$ cat config.mk
export PLATFORM = sky130hd
export DESIGN_NAME = wave_period_meter
export DESIGN_NICKNAME = d
export VERILOG_FILES = /design/src/rtl/wave_meas_pkg.sv /design/src/rtl/hyst_cross_det.sv /design/src/rtl/wave_period_meter.sv
export SDC_FILE = /design/constraint.sdc
export NUM_CORES = 1
export LEC_CHECK = 0
export CELL_PAD_IN_SITES_DETAIL_PLACEMENT = 2
export CELL_PAD_IN_SITES_GLOBAL_PLACEMENT = 2
export CORE_MARGIN = 2
export CORE_UTILIZATION = 35
export CTS_CLUSTER_SIZE = 24
export DETAILED_ROUTE_END_ITERATION = 7
export GPL_ROUTABILITY_DRIVEN = 0
export HOLD_SLACK_MARGIN = 0.05
export PLACE_DENSITY_LB_ADDON = 0.1
export SLEW_MARGIN = 10
export SYNTH_ARGS = -nofsm -noshare
export SYNTH_HDL_FRONTEND = slang
export SYNTH_HIERARCHICAL = 1
export SYNTH_SLANG_ARGS = --single-unit
$ cat constraint.sdc
create_clock -name clk -period 4.3 [get_ports clk]
set_clock_uncertainty 0.05 [all_clocks]
set_input_delay 0.86 -clock clk [delete_from_list [all_inputs] [get_ports clk]]
set_output_delay 0.86 -clock clk [all_outputs]
set_load 0.03 [all_outputs]
$ cat src/rtl/wave_meas_pkg.sv
// Shared definitions for the wave period meter: FSM encoding, default widths, saturating threshold math.
// Latency: n/a (types and pure functions only).
// Backpressure: n/a.
package wave_meas_pkg;

    localparam int DATA_W_DEF = 8;
    localparam int CNT_W_DEF  = 32;

    typedef enum logic [1:0] {
        ST_IDLE = 2'd0,
        ST_SEEK = 2'd1,
        ST_MEAS = 2'd2
    } meas_state_t;

    // a + b clamped to max_v; the extra sum bit keeps the compare honest near 2^32
    function automatic logic [31:0] sat_add(input logic [31:0] a,
                                            input logic [31:0] b,
                                            input logic [31:0] max_v);
        logic [32:0] sum;
        sum = {1'b0, a} + {1'b0, b};
        return (sum > {1'b0, max_v}) ? max_v : sum[31:0];
    endfunction

    // a - b clamped at zero
    function automatic logic [31:0] sat_sub(input logic [31:0] a,
                                            input logic [31:0] b);
        return (a > b) ? (a - b) : 32'd0;
    endfunction

endpackage

$ cat src/rtl/hyst_cross_det.sv
// Hysteresis rising-crossing detector: arms below thr_lo, fires once at or above thr_hi.
// Latency: rise is combinational on the qualified sample; armed_low updates on the next clk edge.
// Backpressure: none; only cycles with smp_vld high are evaluated.
module hyst_cross_det
    import wave_meas_pkg::*;
#(
    parameter int DATA_W = DATA_W_DEF
) (
    input  logic              clk,
    input  logic              rst,
    input  logic              clear,
    input  logic              smp_vld,
    input  logic [DATA_W-1:0] sample,
    input  logic [DATA_W-1:0] thr_hi,
    input  logic [DATA_W-1:0] thr_lo,
    output logic              rise
);

    logic armed_low;

    // A crossing only counts after the signal has been seen at or below the low band edge
    assign rise = smp_vld && armed_low && (sample >= thr_hi);

    // Track the armed flag; a rise consumes it so the next rise needs a fresh dip below thr_lo
    always_ff @(posedge clk) begin
        if (rst || clear) begin
            armed_low <= 1'b0;
        end else if (smp_vld) begin
            if (rise) begin
                armed_low <= 1'b0;
            end else if (sample <= thr_lo) begin
                armed_low <= 1'b1;
            end
        end
    end

endmodule

$ cat src/rtl/wave_period_meter.sv
// Measures one waveform period (samples), vmax/vmin/vpp per run; single-shot or continuous; optional high-time via WAVE_PERIOD_METER_DUTY_EN.
// Latency: meas_valid/timeout strobe one clk after the closing (or expiring) qualified sample; results held until next meas_valid or rst.
// Backpressure: none; the sink must accept the one-cycle strobes, start is ignored while busy.
module wave_period_meter
    import wave_meas_pkg::*;
#(
    parameter int DATA_W      = DATA_W_DEF,
    parameter int CNT_W       = CNT_W_DEF,
    parameter int HYST        = 8,
    parameter int TIMEOUT_SMP = 50_000_000
) (
    input  logic              clk,
    input  logic              rst,
    input  logic              sample_en,
    input  logic [DATA_W-1:0] sample_in,
    input  logic [DATA_W-1:0] thresh,
    input  logic              start,
    input  logic              cont,
    output logic              busy,
    output logic              meas_valid,
    output logic [CNT_W-1:0]  period,
    output logic [DATA_W-1:0] vmax,
    output logic [DATA_W-1:0] vmin,
    output logic [DATA_W-1:0] vpp,
    output logic              timeout
`ifdef WAVE_PERIOD_METER_DUTY_EN
    ,
    output logic [CNT_W-1:0]  high_time
`endif
);

    localparam logic [31:0]      DMAX   = 32'((64'd1 << DATA_W) - 64'd1);
    localparam logic [31:0]      HYST_V = 32'(HYST);
    localparam logic [CNT_W-1:0] TMO    = CNT_W'(TIMEOUT_SMP);

    meas_state_t       state;
    logic [DATA_W-1:0] thr_hi;
    logic [DATA_W-1:0] thr_lo;
    logic              cont_r;
    logic [CNT_W-1:0]  cnt;
    logic [DATA_W-1:0] cur_min;
    logic [DATA_W-1:0] cur_max;

    logic              acc_start;
    logic              eval;
    logic              rise;
    logic [CNT_W-1:0]  cnt_inc;
    logic [DATA_W-1:0] min_nxt;
    logic [DATA_W-1:0] max_nxt;

`ifdef WAVE_PERIOD_METER_DUTY_EN
    logic [DATA_W-1:0] thr_r;
    logic [CNT_W-1:0]  high_cnt;
    logic [CNT_W-1:0]  high_nxt;
`endif

    assign busy      = (state != ST_IDLE);
    assign acc_start = start && (state == ST_IDLE);
    assign eval      = sample_en && (state != ST_IDLE);

    // Running counter and extremes including the current sample
    assign cnt_inc = cnt + 1'b1;
    assign min_nxt = (sample_in < cur_min) ? sample_in : cur_min;
    assign max_nxt = (sample_in > cur_max) ? sample_in : cur_max;

`ifdef WAVE_PERIOD_METER_DUTY_EN
    // High-time count including the current sample
    assign high_nxt = (sample_in >= thr_r) ? (high_cnt + 1'b1) : high_cnt;
`endif

    hyst_cross_det #(
        .DATA_W (DATA_W)
    ) u_det (
        .clk     (clk),
        .rst     (rst),
        .clear   (acc_start),
        .smp_vld (eval),
        .sample  (sample_in),
        .thr_hi  (thr_hi),
        .thr_lo  (thr_lo),
        .rise    (rise)
    );

    // Run control: arm on start, sync to the first rise, measure to the next rise, abort on timeout
    always_ff @(posedge clk) begin
        if (rst) begin
            state      <= ST_IDLE;
            thr_hi     <= '0;
            thr_lo     <= '0;
            cont_r     <= 1'b0;
            cnt        <= '0;
            cur_min    <= '0;
            cur_max    <= '0;
            meas_valid <= 1'b0;
            timeout    <= 1'b0;
            period     <= '0;
            vmax       <= '0;
            vmin       <= '0;
            vpp        <= '0;
`ifdef WAVE_PERIOD_METER_DUTY_EN
            thr_r      <= '0;
            high_cnt   <= '0;
            high_time  <= '0;
`endif
        end else begin
            meas_valid <= 1'b0;
            timeout    <= 1'b0;
            unique case (state)
                ST_IDLE: begin
                    if (start) begin
                        thr_hi <= DATA_W'(sat_add(32'(thresh), HYST_V, DMAX));
                        thr_lo <= DATA_W'(sat_sub(32'(thresh), HYST_V));
                        cont_r <= cont;
                        cnt    <= '0;
`ifdef WAVE_PERIOD_METER_DUTY_EN
                        thr_r  <= thresh;
`endif
                        state  <= ST_SEEK;
                    end
                end
                ST_SEEK: begin
                    if (sample_en) begin
                        if (rise) begin
                            // Opening crossing: this sample starts the period but is not counted in it
                            cur_min  <= sample_in;
                            cur_max  <= sample_in;
                            cnt      <= '0;
`ifdef WAVE_PERIOD_METER_DUTY_EN
                            high_cnt <= '0;
`endif
                            state    <= ST_MEAS;
                        end else if (cnt_inc == TMO) begin
                            timeout <= 1'b1;
                            state   <= ST_IDLE;
                        end else begin
                            cnt <= cnt_inc;
                        end
                    end
                end
                ST_MEAS: begin
                    if (sample_en) begin
                        if (rise) begin
                            // Closing crossing: the closing sample is part of the finished period
                            period     <= cnt_inc;
                            vmax       <= max_nxt;
                            vmin       <= min_nxt;
                            vpp        <= max_nxt - min_nxt;
                            meas_valid <= 1'b1;
`ifdef WAVE_PERIOD_METER_DUTY_EN
                            high_time  <= high_nxt;
`endif
                            if (cont_r) begin
                                // Same sample opens the next period
                                cur_min  <= sample_in;
                                cur_max  <= sample_in;
                                cnt      <= '0;
`ifdef WAVE_PERIOD_METER_DUTY_EN
                                high_cnt <= '0;
`endif
                            end else begin
                                state <= ST_IDLE;
                            end
                        end else if (cnt_inc == TMO) begin
                            timeout <= 1'b1;
                            state   <= ST_IDLE;
                        end else begin
                            cnt      <= cnt_inc;
                            cur_min  <= min_nxt;
                            cur_max  <= max_nxt;
`ifdef WAVE_PERIOD_METER_DUTY_EN
                            high_cnt <= high_nxt;
`endif
                        end
                    end
                end
                default: begin
                    state <= ST_IDLE;
                end
            endcase
        end
    end

endmodule
==> key figures <==
Pwr
  • Cell area power density: 345 mW/mm^2
  • Clock network fraction of total power: between 40% and 50%
  • Flop pwr share: 35.6%
  • Overall power: between 3 and 4 mW
  • Switching power total: 0.916 mW
  • Comb pwr share: between 10% and 20%
  • Cell leakage power: 3.54 nW
  • Sw Ratio: 27.1%
  • Maximum vdd drop: 0.000239 V
  • P_int: ~2.5 mW

STA
  • Tcrit/Tclk final: 94.4%
  • Achievable Freq: 246 MHz
  • RSZ-0062 raised after global routing: no
  • Hold Vio Cnt, Final: 0
  • Final setup viols: 0
  • Final min period: 4.06 ns
  • Setup TNS Final: 0 ns
  • Max transition margin: 37.4%
  • Slew @ Worst Pin: 0.939 ns
  • Max Slew Vio Count: 0

Logic synthesis
  • Yosys Warn Count: 6
  • Cell area after synthesis: between 0.007 and 0.008 mm^2
  • Syn nets: approximately 1000
  • Cell variety after synth: 73
  • Post-synth top flop: dfxtp_1
  • Post-synth EDFFs: 0
  • Seq/Total Area, Yosys: 32.8%
  • Syn Area/Cell: 8.19 um^2
  • FFs w/ async S/R, synth: 0%
  • Synth Instances: 940
  • #FFs+latches synth: about 130

Finish
  • N_diodes: 0
  • Fill cells: 2399
  • Synth-to-Final Area Change: 27.4%
  • Fin cells: 1337
  • Fraction of layout cells with a size suffix above 1: 13.5%
  • NumNets Final: 1112

Detailed routing
  • Post-Route WL: 28500 um
  • Detail Route Antenna Nets: 0
  • Initial DRC Count: between 300 and 400
  • DRC Markers: 0
  • DR pass1 iterations: 5
  • Vias: 7497
  • Via density: roughly 5.6
  • DR WL/cell: roughly 21 um

Floorplanning
  • Total die area: 0.0232 mm^2
  • Starting Density: 35.5%
  • I/O pin total: 80
  • Die height: 152 um
  • Row cnt: 54
  • Core footprint: 0.0217 mm^2
  • Die W: 152 um

Setup path
  • WP data required: 4.55 ns
  • Reg2Reg Capture Point: cur_max[2]
  • Worst R2R Start: cnt[12]
  • Max FO, Critical Path: 6
  • Crit path kind: in2reg
  • Worst-case reg-to-reg path depth: 9
  • Delay-heaviest family, CP: compound AO/OA/AOI/OAI gates
  • Bufs and invs on worst path: 2
  • Flop2flop setup slack: around 0.45 ns
  • Slowest CP cell: clkdlybuf4s50_1
  • CP Cell Sequence: clkdlybuf4s50_1 -> ha_1 -> nor2b_1 -> o21a_1 -> o21ai_2 -> a211oi_2 -> nor2_1 -> buf_4 -> mux2_2 -> ha_1 -> nor2b_2 -> o21ai_2 -> a21boi_2 -> o21ai_2 -> a21o_1 -> a211oi_2 -> o211ai_1 -> o311ai_1
  • Most frequent CP cell: o21ai_2
  • Crit start category: input pin
  • Largest stage delay on the critical path: between 0.4 and 0.5 ns
  • Worst setup EP type: register
  • Arrival time at the worst endpoint: 4.31 ns

CTS
  • Clock transition at the registers of the reported paths: ~0.06 ns
  • Root Buffer: clkbuf_16
  • Cts hold-fix bufs: 0
  • CTS tree: yes
  • Clock tree buffer depth: 2
  • CTS Sinks: 126
  • Clk_lat worst skew: 0.44 ns
  • Inserted Clock Buffers: 17
  • # H-tree levels: 4

Placed design
  • # placed instances: 1304
  • DPL Wire Length: 20600 um
  • Port bufs: 79

Worst hold path
  • HP Start: thr_hi[7]
  • Worst hold path type: reg2reg
  • Hold depth: 2
  • Worst Hold End: thr_hi[7]

Outcome
  • Outcome: finished, final reports clean

Global route
  • Largest net degree at the start of global routing: 89
  • GRT overflow: 0
  • Initial antenna violation count: 0
  • Vias in the first global route: 7957
  • Tot GR Track Use: roughly a quarter
  • First-pass GRT wire length: 45900 um

Flow run
  • Max cap viols: 0
[state kept, by name, indices dropped and copies added (netlist names), 2 cells and up]
name     flops
cnt         32
cur_max      8
cur_min      8
period      32
state        2
thr_hi       8
thr_lo       8
vmax         8
vmin         8
vpp          8
[power by group through the flow]
stage / clock network, mW / registers [mW] / logic, mW
final: 1.68 / 1.20 / 0.495
after global placement: 0 / 1.23 / 0.463
after CTS: 1.71 / 1.20 / 0.487
after detailed placement: 0 / 1.23 / 0.474
after floorplan: 0 / 1.22 / 0.279
after global routing: 1.77 / 1.21 / 0.543
[cell usage after synthesis (7+ instances only)]
library cell	count	area share, %
a211oi_1	48	4.7
nand2b_1	40	3.2
nand3b_1	8	0.78
nor2b_1	9	0.73
o21ai_0	31	2.0
a21oi_1	43	2.8
or3_1	9	0.73
ha_1	46	7.5
a31oi_1	9	0.73
clkbuf_1	37	1.8
a21o_1	10	0.97
mux2i_1	26	3.4
buf_2	12	0.78
xnor2_1	20	2.3
nand2_1	65	3.2
nand3_1	26	1.7
nand4_1	18	1.5
buf_4	7	0.68
nor4_1	13	1.1
a22oi_1	7	0.68
and3_1	10	0.81
xor2_1	18	2.0
mux2_2	8	1.2
or4_1	10	0.97
nor3_1	26	1.7
inv_1	50	2.4
dfxtp_1	126	33
nor2_1	113	5.5
[layer usage]
metal | wire length, um | vias to the layer above | GRT usage (%)
li1 | - | 3586 | -
met1 | 14000 | 3721 | 35.1
met2 | 13000 | 159 | 39.7
met3 | 1000 | 31 | 3.92
met4 | 453 | 0 | 6.50
met5 | 0 | - | 0
[per-stage QoR]
stage / setup slack [ns] / hold WS (ns) / utilization [%] / cell area (um^2)
2_1_floorplan: 0.298 / 0.382 / - / 7700
3_3_place_gp: -0.134 / 0.393 / 41.9 / 9080
3_5_place_dp: -0.461 / 0.402 / 41.9 / 9080
4_1_cts: 0.0492 / 0.410 / 45.0 / 9770
5_1_grt: 0.0209 / 0.443 / 45.2 / 9810
6_report: 0.239 / 0.408 / 45.2 / 9810
[how the worst max path moves through the flow]
stage	startpoint	endpoint	cells past startpoint
after global placement	sample_in[5]	vpp[7]	18
after floorplan	sample_in[5]	vpp[7]	16
after detailed placement	sample_in[1]	vpp[7]	18
after global routing	sample_in[5]	vpp[7]	18
after CTS	sample_in[1]	vpp[7]	18
final	sample_in[1]	vpp[7]	18
[layout by cell type (no fill, tap or decap), drive strengths merged, types with 33 or more instances in the layout]
| cell type | count |
|---|---|
| inv | 54 |
| dfxtp | 126 |
| a21oi | 43 |
| a211oi | 48 |
| o21ai | 33 |
| nand2b | 41 |
| clkdlybuf4s50 | 78 |
| buf | 68 |
| nor2 | 114 |
| nand2 | 65 |
| ha | 46 |
[layout make-up]
cell class              instances  area [um^2]  area share, %
clock buffers                  21          470           4.80
well taps                     280          350           3.57
inverters                      51          191           1.95
repair buffers                146         1320           13.4
clock inverters                11          201           2.05
multi-input cells             702         4760           48.5
flip-flops and latches        126         2520           25.7
[cell families after synthesis]
logic type	after synthesis	share of synthesized area, %
flops	126	32.8
compound gates	205	18.5
simple gates	377	25.8
fa+ha+maj	48	7.86
buf+inv	112	6.19
mux	34	4.55
xor+xnor	38	4.32
[tightest hold or removal path: cells and delay by family, from the launching register on]
kind	cells	cell delay [ns]
compound gates	1	0.05
flops	1	0.31
simple gates	1	0.05
[timing repair]
action	in CTS	in global routing
gates resized for setup	6	12
pin swaps	1	1
buffers inserted	0	1
setup endpoints to repair	2	2
Power figures use the tool's default switching activity.
